`src/rtl/reg_mux_rr.sv`:
```
// reg_mux_rr: registered N:1 data multiplexer with valid/ready on every port.
// Mode 0 selects the channel named by addr_i; mode 1 arbitrates round-robin
// over valid channels. The selected word is held in a one-entry output register.
// Optional feature: define MUX_PARITY_EN to add out_parity_o (= ^out_data_o).
module reg_mux_rr #(
    parameter int unsigned WIDTH    = 8,
    parameter int unsigned CHANNELS = 4,
    localparam int unsigned SEL_W   = $clog2(CHANNELS)
) (
    input  logic                         clk_i,
    input  logic                         reset_i,
    input  logic                         mode_i,
    input  logic [SEL_W-1:0]             addr_i,
    input  logic [CHANNELS*WIDTH-1:0]    in_data_i,
    input  logic [CHANNELS-1:0]          in_valid_i,
    output logic [CHANNELS-1:0]          in_ready_o,
    output logic [WIDTH-1:0]             out_data_o,
    output logic [SEL_W-1:0]             out_sel_o,
    output logic                         out_valid_o,
`ifdef MUX_PARITY_EN
    output logic                         out_parity_o,
`endif
    input  logic                         out_ready_i
);

    typedef enum logic [0:0] {StEmpty, StFull} state_e;

    localparam logic [SEL_W-1:0] LastCh = SEL_W'(CHANNELS - 1);

    state_e             state_q;
    logic [WIDTH-1:0]   data_q;
    logic [SEL_W-1:0]   sel_q;
    logic [SEL_W-1:0]   ptr_q;
`ifdef MUX_PARITY_EN
    logic               parity_q;
`endif

    logic               load;
    logic               gnt_valid;
    logic [SEL_W-1:0]   gnt_idx;
    logic [WIDTH-1:0]   gnt_data;
    int unsigned        rr_idx;

    // The output register may take a word when empty or when it is being drained.
    assign load = (state_q == StEmpty) || out_ready_i;

    // Grant selection: fixed address or round-robin search starting at ptr_q.
    always_comb begin
        gnt_valid = 1'b0;
        gnt_idx   = '0;
        rr_idx    = 0;
        if (mode_i) begin
            for (int unsigned k = 0; k < CHANNELS; k++) begin
                rr_idx = int'(ptr_q) + k;
                if (rr_idx >= CHANNELS) begin
                    rr_idx = rr_idx - CHANNELS;
                end
                if (!gnt_valid && in_valid_i[SEL_W'(rr_idx)]) begin
                    gnt_valid = 1'b1;
                    gnt_idx   = SEL_W'(rr_idx);
                end
            end
        end else if (int'(addr_i) < CHANNELS) begin
            // Out-of-range addresses (non power-of-two CHANNELS) never grant.
            if (in_valid_i[addr_i]) begin
                gnt_valid = 1'b1;
                gnt_idx   = addr_i;
            end
        end
    end

    assign gnt_data = in_data_i[int'(gnt_idx)*WIDTH +: WIDTH];

    // One-hot ready to the granted producer; forced low during reset.
    always_comb begin
        in_ready_o = '0;
        if (!reset_i && load && gnt_valid) begin
            in_ready_o[gnt_idx] = 1'b1;
        end
    end

    // Output register FSM and round-robin pointer.
    always_ff @(posedge clk_i or posedge reset_i) begin
        if (reset_i) begin
            state_q  <= StEmpty;
            data_q   <= '0;
            sel_q    <= '0;
            ptr_q    <= '0;
`ifdef MUX_PARITY_EN
            parity_q <= 1'b0;
`endif
        end else if (load) begin
            if (gnt_valid) begin
                state_q  <= StFull;
                data_q   <= gnt_data;
                sel_q    <= gnt_idx;
`ifdef MUX_PARITY_EN
                parity_q <= ^gnt_data;
`endif
                // Only round-robin transfers move the pointer.
                if (mode_i) begin
                    ptr_q <= (gnt_idx == LastCh) ? '0 : gnt_idx + 1'b1;
                end
            end else begin
                state_q <= StEmpty;
            end
        end
    end

    assign out_valid_o  = (state_q == StFull);
    assign out_data_o   = data_q;
    assign out_sel_o    = sel_q;
`ifdef MUX_PARITY_EN
    assign out_parity_o = parity_q;
`endif

endmodule

```
`config.mk`:
```
export PLATFORM = sky130hd
export DESIGN_NAME = reg_mux_rr
export DESIGN_NICKNAME = d
export VERILOG_FILES = /design/src/rtl/reg_mux_rr.sv
export SDC_FILE = /design/constraint.sdc
export NUM_CORES = 1
export LEC_CHECK = 0
export BUFFER_PORTS_ARGS = -buffer_cell sky130_fd_sc_hd__buf_2
export CAP_MARGIN = 20
export CORE_UTILIZATION = 43
export DETAILED_ROUTE_END_ITERATION = 10
export GPL_ROUTABILITY_DRIVEN = 0
export GPL_TIMING_DRIVEN = 0
export PLACE_DENSITY = 0.79
export RECOVER_POWER = 25
export SETUP_SLACK_MARGIN = 0.02
export SLEW_MARGIN = 20
export SYNTH_ARGS = -nofsm -noshare
export SYNTH_HDL_FRONTEND = slang
export SYNTH_SLANG_ARGS = --single-unit
```
`constraint.sdc`:
```
create_clock -name clk_i -period 2.7 [get_ports clk_i]
set_input_delay 0.405 -clock clk_i [delete_from_list [all_inputs] [get_ports clk_i]]
set_output_delay 0.405 -clock clk_i [all_outputs]
set_load 0.01 [all_outputs]
```
==> After elaboration in Yosys (flattened, before gate mapping) <==
Cells that the tools add are included.
{ "op_classes": {"add_sub_neg": 8, "magnitude_cmp": 11, "eq_ne": 1, "shifts": 1, "muxes": 38, "bitwise": 1, "n_reduce_logical": 13} }
{ "op_table": {"columns": ["cell", "count"], "rows": [
  ["32-bit by 6-bit variable part select with 8-bit output", 1],
  ["2-bit 2-to-1 mux", 15],
  ["2-bit by 3-bit < comparator with 1-bit output, second input constant", 6],
  ["1-bit 2-to-1 mux", 16],
  ["1-bit binary-select mux with 2-bit select", 5],
  ["3-bit greater-or-equal comparator, second input constant", 3],
  ["2-bit by 1-bit subtractor with 2-bit output, second input constant", 4],
  ["2-bit by 2-bit adder with 3-bit output, second input constant", 2],
  ["1-bit logical AND", 6],
  ["1-bit zero test", 4],
  ["4-bit 2-to-1 mux", 1],
  ["2-bit by 1-bit adder with 3-bit output, second input constant", 1],
  ["2-bit by 3-bit greater-or-equal comparator with 1-bit output, second input constant", 1],
  ["3-bit AND reduction", 1],
  ["2-bit by 1-bit adder with 2-bit output, second input constant", 1],
  ["1-bit demux with 2-bit select", 1],
  ["2-bit == test, second input constant", 1],
  ["2-bit by 1-bit greater-or-equal comparator with 1-bit output, second input constant", 1],
  ["2-bit AND reduction", 1],
  ["1-bit logical OR", 1],
  ["1-bit NOT", 1]
]} }
{ "word_totals": {"regBits": 13, "inputBits": 42, "out_inout_bits": 15, "wordCells": 77} }

==> Logic depth before layout (Yosys ltp) <==
Gate-level depths: netlist of the first run.
{ "depth": {"ltp_word": 24, "depth_mapped": 10, "ltp_nobuf": 8} }

==> Least setup slack after synthesis of the first run <==
Ideal clock, no wire load.
{ "synth_path": {"path_kind": "register -> output", "start": "register ptr_q[1]", "end": "output port in_ready_o[2]", "t_arrival_ps": 1820, "required_ps": 2295, "setup_slack_ps": 475, "stages_incl_launch_ff": 10, "path_buffers": 2, "path_cell_list": "dfrtp_1 > nor4bb_2 > a31oi_1 > o31a_1 > a21boi_2 > buf_6 > buf_12 > inv_1 > ha_1 > and2_1"} }
{ "synth_between": {"elab_chain_len": 24, "word_cells_on_any_way": 53, "classes_between": "add/sub: 7; order compare: 6; mux: 32; reduce/logical: 8"} }
{ "synth_rtl": {"columns": ["item", "line_no", "text"], "rows": [
  ["from (decl)", "33", "logic [SEL_W-1:0] ptr_q;"],
  ["from (signal assigned)", "102", "ptr_q <= (gnt_idx == LastCh) ? '0 : gnt_idx + 1'b1;"],
  ["2-bit by 3-bit greater-or-equal comparator with 1-bit output or 2-bit by 1-bit subtractor with 2-bit output (tied branches)", "55, 56", null],
  ["2-bit 2-to-1 mux", "55", "if (rr_idx >= CHANNELS) begin"],
  ["2-bit 2-to-1 mux", "52", "if (mode_i) begin"],
  ["1-bit binary-select mux with 2-bit select", "58", "if (!gnt_valid && in_valid_i[SEL_W'(rr_idx)]) begin"],
  ["1-bit 2-to-1 mux (implied by the code)", "58", null],
  ["1-bit 2-to-1 mux", "58", null],
  ["1-bit 2-to-1 mux", "52", null],
  ["1-bit zero test", "58", null],
  ["[... 9 more ...]", null, null],
  ["2-bit 2-to-1 mux (*)", "58", null],
  ["2-bit 2-to-1 mux (*)", "52", null],
  ["via gnt_idx[1]", "40", "logic [SEL_W-1:0] gnt_idx;"],
  ["2-bit by 3-bit < comparator with 1-bit output (implied by the code) or 2-bit by 1-bit greater-or-equal comparator with 1-bit output (tied branches)", "78", "in_ready_o[gnt_idx] = 1'b1;"],
  ["1-bit logical AND (implied by the code)", "78", null],
  ["1-bit 2-to-1 mux (implied by the code)", "78", null],
  ["1-bit demux with 2-bit select (*)", "78", null],
  ["4-bit 2-to-1 mux (*)", "77", "if (!reset_i && load && gnt_valid) begin"],
  ["to (decl)", "16", "output logic [CHANNELS-1:0] in_ready_o,"]
]} }
The timed path passes the listed nets; every way through them passes the cells marked *. The select of a mux whose other input is x is not followed.

==> Worst setup path after layout of the first run <==
{ "layout_path": {"start": "register ptr_q[1]", "end": "output port in_ready_o[3]"} }
Same word-level chain as after synthesis.

==> impl_metrics.tcl, run 1 <==
set metrics [dict create \
    grt_pass1_vias 1026 \
    p_int_w 0.000522 \
    dp.final_hpwl_um 2000 \
    fin_nets 212 \
    p_sw_w 0.000314 \
    clock_latency_ns 0.27 \
    path_max_fanout 5 \
    cp-startpoint "ptr_q[1]" \
    grt.overflow.total 0 \
    peakVddDrop_v 0.000418 \
    syn_nets 146 \
    switching_share_pct 37.6 \
    wl_per_cell_um 13.4 \
    yosys_warnings 0 \
    hold_violations 0 \
    port_buffers 56 \
    grt_antenna_before_repair 0 \
    final.setup.tns_ns 0 \
    crit_type "flip-flop to primary output" \
    wirelength_um 2570 \
    seqPwrFrac_pct 35.7 \
    die_area_sq_um 2470 \
    multi_input_area_sq_um 597 \
    numClockSinks 13 \
    vias 1043 \
    cts_root_buf "clkbuf_4" \
    rr_worst_depth 9 \
    die_w_um 49.7 \
    drive_above_1_share_pct 45.5 \
    layout_min_cycle_time_ns 2.54 \
    fmax_mhz 393 \
    clk_pin_slew_ns 0.08 \
    r2r_setup_slack_ns 0.41 \
    die_h_um 49.7 \
    power_density_nw_per_um2 613 \
    r2r_end "out_data_o[0]" \
    cap_viol_max_count 0 \
    first_pass_iters 4 \
    netlist_instances 100 \
    synthToLayoutAreaGrowth_pct 39.3 \
    mostFrequentLayoutCells "buf_2 (56), mux2i_1 (17), dfrtp_1 (13), nand2_1 (12), o221ai_1 (10)" \
    dpl_cell_area_sq_um 1290 \
    final_common_cell "buf_2" \
    start_util_pct 48.0 \
    avgViaCountPerCell 5.43 \
    worst_pin_slew_ns 0.542 \
    clockBufferDepth 2 \
    core_area_sq_um 2040 \
    p_comb_share_pct 49.9 \
    fp-row-count 16 \
    nFillCells 170 \
    grt_util_all_layers_pct 22.8 \
    cellLeakagePower_nw 0.773 \
    ff_latch_area_sq_um 325 \
    r2r_start "ptr_q[1]" \
    fin_skew_ns 0.00199 \
    yosysSeqAreaShare_pct 33.2 \
    setup_viol 0 \
    stdcell_area_sq_um 1370 \
    cts_made_buffers 3 \
    worstPathRequired_ns 2.30 \
    ant_nets 0 \
    netlist_area_sq_um 980 \
    final_min_period_over_clock_period_pct 94.2 \
    grt_max_degree 14 \
    cp.arrival_ns 2.14 \
    status "completed" \
    ioPinCount 57 \
    critPathLaunchType "flip-flop" \
    synth.avg_cell_area_sq_um 9.80 \
    slew_headroom_pct 63.4 \
    grt_pass1_wl_um 4310 \
    grt_setup_unrepaired "no" \
    n_antenna_cell 0 \
    htreeDepth 1 \
    hold_buffers 0 \
    end_kind "primary output" \
    slew_viol_final 0 \
    hold_path.class "primary input to async pin" \
    detail_route.iter0.violations 8 \
    critPathCapture "in_ready_o[3]" \
    ys_types 31 \
    synth-seq-cells 13 \
    p_clk_share_pct 14.4 \
    cts_tree "yes" \
    remaining_drc_errors 0 \
]
==> per-stage QoR <==
step                utilization [%]  hold WS, ns  instances  power [W]  setup slack, ns
floorplan                         -        0.282        100   0.000548            0.475
global placement               63.4        0.461        183   0.000673            0.122
detailed placement             63.4        0.471        183   0.000688           0.0436
CTS                            64.8        0.178        189   0.000818           0.0400
global route                   66.9        0.208        192   0.000907           0.0197
finish                         66.9        0.159        192   0.000837            0.157
==> worst max-delay path, cell delays in order, from the launching register on <==
cell and delay, ns:
dfrtp_1 0.43, nor4bb_4 0.34, a31oi_2 0.07, o31a_1 0.27, a21boi_2 0.15, buf_6 0.13
inv_1 0.05, ha_1 0.16, and2_1 0.13, buf_2 0.13
==> cell usage after synthesis <==
cell type / count / area share [%]
mux2i_1: 17 / 17
dfrtp_1: 13 / 33
nand2_1: 12 / 4.6
o221ai_1: 10 / 8.9
inv_1: 8 / 3.1
and2_1: 4 / 2.6
ha_1: 4 / 5.1
a21oi_1: 2 / 1.0
a31oi_1: 2 / 1.3
clkbuf_1: 2 / 0.77
mux2_2: 2 / 2.3
nand2b_1: 2 / 1.3
nor2_1: 2 / 0.77
nor2b_1: 2 / 1.3
o21ai_0: 2 / 1.0
a2111o_1: 1 / 1.1
a211oi_1: 1 / 0.77
a21boi_2: 1 / 1.1
a221oi_1: 1 / 0.89
buf_12: 1 / 2.0
buf_4: 1 / 0.77
buf_6: 1 / 1.1
nand3_1: 1 / 0.51
nand3b_1: 1 / 0.77
nor4bb_2: 1 / 1.7
o21ai_1: 1 / 0.51
o31a_1: 1 / 0.89
o31ai_1: 1 / 0.77
o41ai_1: 1 / 0.89
or2_2: 1 / 0.64
or3b_1: 1 / 0.89
==> layout make-up <==
cell class / count / area share, %
multi-input combinational: 74 / 43.7
sequential: 13 / 23.8
timing repair buffer: 62 / 23.8
tap: 27 / 2.47
inverter: 8 / 2.20
buffer: 4 / 1.92
clock buffer: 3 / 1.65
clock inverter: 1 / 0.367
==> registers in the layout, summed over array words and instances (netlist names) <==
name,flops
out_data_o,8
out_sel_o,2
out_valid_o,1
ptr_q,2
==> cell families (layout without fill, tap and decap cells) <==
family / count (synthesis) / in the layout / share of synthesized area, %
AND/OR/NAND/NOR: 27 / 27 / 14.9
AO/OA/AOI/OAI: 24 / 24 / 19.3
multiplexers: 19 / 19 / 19.7
flip-flops: 13 / 13 / 33.2
buffers and inverters: 13 / 78 / 7.79
adder cells (fa/ha/maj): 4 / 4 / 5.11
==> how the worst min path moves through the flow <==
stage                        from             to  slack [ns]  depth (start not counted)
floorplan                 reset_i  out_data_o[0]        0.28                          1
global placement     out_sel_o[1]   out_sel_o[1]        0.46                          2
detailed placement  out_data_o[2]  out_data_o[2]        0.47                          2
CTS                       reset_i       ptr_q[1]        0.18                          2
global route              reset_i  out_data_o[4]        0.21                          2
finish                    reset_i       ptr_q[1]        0.16                          2
==> metal layers <==
metal	track usage (%)	share of wire [%]	vias up
li1	-	-	501
met3	6.17	6.4	2
met4	5.71	0.54	0
met1	26.0	40	491
met5	0	0	-
met2	41.4	53	49
==> power by group through the flow <==
stage | Clock (W) | Sequential, W | Combinational [W]
final | 0.000120 | 0.000299 | 0.000418
after global routing | 0.000136 | 0.000308 | 0.000463
after CTS | 0.000124 | 0.000295 | 0.000398
after detailed placement | 0 | 0.000301 | 0.000387
after global placement | 0 | 0.000301 | 0.000373
after floorplan | 0 | 0.000323 | 0.000225
==> repair_timing <==
action                     4_1_cts  5_1_grt
setup endpoints to repair        4        4
gates resized for setup          0        3
buffers inserted                 3        3
pin swaps                        3        3
Note: power is estimated with default switching activity, not from simulation.
==> run 2, diff against run 1 <==
- clock period: 2.7 -> 2.45 ns (I/O delays scaled with it)
==> impl_metrics.tcl, run 2 (same netlist as run 1, synthesis figures left out) <==
set metrics [dict create \
    layout_setup_ws_ns -0.0136 \
    fmax_mhz 406 \
    p_sw_w 0.000365 \
    routed-wl-met3_um 179 \
    cts_made_buffers 3 \
    end_kind "primary output" \
    crit_type "flip-flop to primary output" \
    hold_violations 0 \
    numClockSinks 13 \
    wl_met1_um 1070 \
    setup_viol 3 \
    ioPinCount 57 \
    detail_route.iter0.violations 22 \
    slew_headroom_pct 65.4 \
    grt_max_degree 14 \
    die_w_um 49.7 \
    post-place-cells 183 \
    mostFrequentLayoutCells "buf_2 (54), mux2i_1 (17), dfrtp_1 (13), nand2_1 (12), o221ai_1 (10)" \
    clock_latency_ns 0.27 \
    n_antenna_cell 0 \
    die_h_um 49.7 \
    wirelength_um 2720 \
    clockBufferDepth 2 \
    layout_min_cycle_time_ns 2.46 \
    fp-row-count 16 \
    wl_per_cell_um 14.2 \
    p_clk_share_pct 13.9 \
    switching_share_pct 38.3 \
    first_pass_iters 4 \
    hold_path.class "primary input to async pin" \
    start_util_pct 48.0 \
    grt.overflow.total 0 \
    power_density_nw_per_um2 670 \
    cts_root_buf "clkbuf_4" \
    dpl_cell_area_sq_um 1290 \
    path_max_fanout 4 \
    core_area_sq_um 2040 \
    top_layer "met3" \
    peakVddDrop_v 0.000476 \
    cp.arrival_ns 2.10 \
    timing.hold.ws_ns 0.123 \
    die_area_sq_um 2470 \
    remaining_drc_errors 0 \
    ant_nets 0 \
    slew_viol_final 0 \
    grt_pass1_vias 1025 \
    final_min_period_over_clock_period_pct 101 \
    cap_viol_max_count 0 \
    avgViaCountPerCell 5.49 \
    status "finished, violations left" \
    cellLeakagePower_nw 0.778 \
    dp.final_hpwl_um 2000 \
    port_buffers 56 \
    p_int_w 0.000589 \
    cts_tree "yes" \
    drive_above_1_share_pct 49.4 \
    stdcell_area_sq_um 1420 \
    worstPathRequired_ns 2.08 \
    fin_skew_ns 0.00120 \
    synthToLayoutAreaGrowth_pct 45.3 \
    critPathLaunchType "flip-flop" \
    vias 1049 \
    worst_pin_slew_ns 0.519 \
    final.setup.tns_ns -0.0335 \
    fin_cells 191 \
    seqPwrFrac_pct 34.5 \
    fin_nets 211 \
    grt_antenna_before_repair 0 \
    grt_util_all_layers_pct 22.8 \
    met2WireLength_um 1470 \
    grt_setup_unrepaired "yes" \
    htreeDepth 1 \
    grt_pass1_wl_um 4310 \
    violations "negative setup slack" \
    clk_pin_slew_ns 0.08 \
    p_comb_share_pct 51.6 \
    final_common_cell "buf_2" \
    largest_register_ffs 8 \
]
-- run 2: power groups by stage --
stage | combinational, W | clock, W | sequential, W
after floorplan | 0.000248 | 0 | 0.000356
after CTS | 0.000448 | 0.000137 | 0.000325
after detailed placement | 0.000426 | 0 | 0.000332
after global placement | 0.000411 | 0 | 0.000331
final | 0.000492 | 0.000133 | 0.000329
after global routing | 0.000542 | 0.000151 | 0.000339
-- run 2: path summary, 6_finish.rpt --
path                          startpoint            end  slack (ns)  depth (start not counted)
max                             ptr_q[1]  in_ready_o[3]       -0.01                          9
min                              reset_i  out_data_o[1]        0.12                          2
max reg2reg                     ptr_q[1]  out_data_o[0]        0.20                          9
min reg2reg                 out_sel_o[0]   out_sel_o[0]        0.49                          2
max in group asynchronous        reset_i  out_data_o[5]        1.98                          2
min in group clk_i         in_data_i[26]  out_data_o[2]        0.40                          3
-- run 2: layer usage --
layer	track usage, %	up-vias
li1	-	500
met1	25.6	501
met2	41.4	48
met3	6.79	0
met4	5.71	0
met5	0	-
-- run 2: cell type report --
class / count / area [sq um]
multi-input cells: 74 / 641
fillers: 163 / 618
repair buffers: 61 / 338
flip-flops and latches: 13 / 325
well taps: 27 / 33.8
inverters: 8 / 32.5
plain buffers: 4 / 26.3
clock buffers: 3 / 22.5
clock inverters: 1 / 5.00
-- run 2: worst max-delay path: stages, from the launching register on --
cell	delay, ns
dfrtp_1	0.43
nor4bb_4	0.34
a31oi_2	0.07
o31a_1	0.28
a21boi_2	0.15
buf_6	0.13
inv_4	0.04
ha_4	0.14
and2_4	0.13
buf_6	0.11
-- run 2: per-stage QoR --
step,setup WS (ns),power (W),utilization (%)
6_report,-0.0136,0.000954,69.7
5_1_grt,-0.136,0.00103,69.7
4_1_cts,-0.0442,0.000910,65.6
3_5_place_dp,-0.131,0.000758,63.4
3_3_place_gp,-0.0534,0.000742,63.4
2_1_floorplan,0.263,0.000604,-
-- run 2: repair_timing --
item,CTS,global route
endpoints found under the setup margin,4,12
endpoints found under the hold margin,0,0
buffers inserted,4,2
hold buffers,0,0
pin swaps,3,3
resized for setup,4,13
==> run 3, diff against run 2 <==
- CORE_MARGIN: default -> 2
==> impl_metrics.tcl, run 3 (same netlist as run 1, synthesis figures left out) <==
set metrics [dict create \
    status "completed" \
    wirelength_um 2680 \
    final_common_cell "buf_2" \
    core_area_sq_um 2190 \
    port_buffers 56 \
    grt_pass1_wl_um 4350 \
    die_w_um 51.7 \
    end_kind "primary output" \
    rr_worst_depth 8 \
    nFillCells 189 \
    first_pass_iters 4 \
    cap_viol_max_count 0 \
    worstPathRequired_ns 2.08 \
    fin_cells 190 \
    dp.final_hpwl_um 2080 \
    dp_slack_ns -0.131 \
    grt_pass1_vias 993 \
    n_antenna_cell 0 \
    clk_pin_slew_ns 0.09 \
    grt.overflow.total 0 \
    crit_type "flip-flop to primary output" \
    fin_skew_ns 0.00390 \
    r2r_start "ptr_q[1]" \
    detail_route.iter0.violations 35 \
    largest_register_ffs 8 \
    worst_pin_slew_ns 0.532 \
    cp.arrival_ns 2.06 \
    layout_min_cycle_time_ns 2.43 \
    numClockSinks 13 \
    post-place-cells 184 \
    peakVddDrop_v 0.000584 \
    cts_made_buffers 3 \
    setup_viol 0 \
    final.setup.tns_ns 0 \
    critPathCapture "in_ready_o[2]" \
    hold_violations 0 \
    layout_setup_ws_ns 0.0203 \
    grt_max_degree 14 \
    slew_headroom_pct 64.5 \
    multi_input_area_sq_um 612 \
    slew_viol_final 0 \
    final_min_period_over_clock_period_pct 99.2 \
    die_h_um 51.7 \
    grt_util_all_layers_pct 21.4 \
    grt_antenna_before_repair 0 \
    grt_setup_unrepaired "yes" \
    power_density_nw_per_um2 672 \
    fin_nets 209 \
    path_max_fanout 5 \
    start_util_pct 44.7 \
    die_area_sq_um 2680 \
    synthToLayoutAreaGrowth_pct 39.7 \
    r2r_end "out_data_o[0]" \
    cts_root_buf "clkbuf_4" \
    remaining_drc_errors 0 \
    ioPinCount 57 \
    ff_latch_area_sq_um 328 \
    clockBufferDepth 2 \
    cp-startpoint "ptr_q[1]" \
    cts_tree "yes" \
    hold_path.class "primary input to async pin" \
    avgViaCountPerCell 5.43 \
    htreeDepth 1 \
    cellLeakagePower_nw 0.755 \
    drive_above_1_share_pct 48.8 \
    clock_latency_ns 0.29 \
    ant_nets 0 \
    r2r_setup_slack_ns 0.20 \
    fp-row-count 17 \
    vias 1032 \
    critPathLaunchType "flip-flop" \
    timing.hold.ws_ns 0.0994 \
    wl_per_cell_um 14.1 \
    mostFrequentLayoutCells "buf_2 (54), mux2i_1 (17), nand2_1 (12), dfrtp_1 (11), o221ai_1 (10)" \
    fmax_mhz 412 \
]
## run 3: cell count changes in the layout (fill, tap and decap cells not counted), sizes merged
cell / change
clkbuf: +1
buf: -3
## run 3: critical path: stages, from the launching register on
cell and delay (ns):
dfrtp_2 0.45, nor2b_1 0.16, a2111o_1 0.43, a21boi_2 0.17
buf_6 0.14, inv_4 0.03, ha_2 0.15, and2_1 0.12
buf_2 0.13
## run 3: stage by stage
| stage | area [sq um] | power [W] | utilization, % |
|---|---|---|---|
| after floorplan | 980 | 0.000604 | - |
| after global placement | 1290 | 0.000741 | 59.1 |
| after detailed placement | 1290 | 0.000761 | 59.1 |
| after CTS | 1350 | 0.000907 | 61.5 |
| after global routing | 1370 | 0.000992 | 62.5 |
| final | 1370 | 0.000920 | 62.5 |
## run 3: power by group
part | total [W] | switching [W] | internal, W
Sequential | 0.000338 | 0.0000518 | 0.000286
Clock | 0.000140 | 0.0000797 | 0.0000607
Combinational | 0.000442 | 0.000227 | 0.000216
## run 3: cell type report
cell class | count | area share, %
flip-flops and latches | 13 | 23.9
repair buffers | 59 | 22.5
clock inverters | 1 | 0.366
well taps | 28 | 2.56
inverters | 8 | 2.38
multi-input cells | 74 | 44.7
clock buffers | 3 | 1.65
plain buffers | 4 | 1.92
## run 3: metal layers
| metal | GRT usage [%] | up-vias | routed length [um] |
|---|---|---|---|
| met4 | 3.07 | 0 | 8 |
| met2 | 38.5 | 51 | 1460 |
| met1 | 27.2 | 482 | 1070 |
| li1 | - | 495 | - |
| met5 | 0 | - | 0 |
| met3 | 3.74 | 4 | 144 |
## run 3: worst min-delay path by stage
stage,slack (ns),start,to,depth (start not counted)
after floorplan,0.24,reset_i,out_data_o[0],1
after global placement,0.42,reset_i,out_data_o[5],2
after detailed placement,0.45,reset_i,ptr_q[1],2
after CTS,0.14,reset_i,out_valid_o,2
after global routing,0.14,reset_i,out_data_o[6],2
final,0.1,reset_i,ptr_q[1],2
## run 3: what timing repair did
item	in CTS	in global routing
hold buffers	0	0
resized for setup	8	5
setup buffers	3	0
endpoints found under the hold margin	0	0
pin swaps	2	1
setup endpoints to repair	4	7
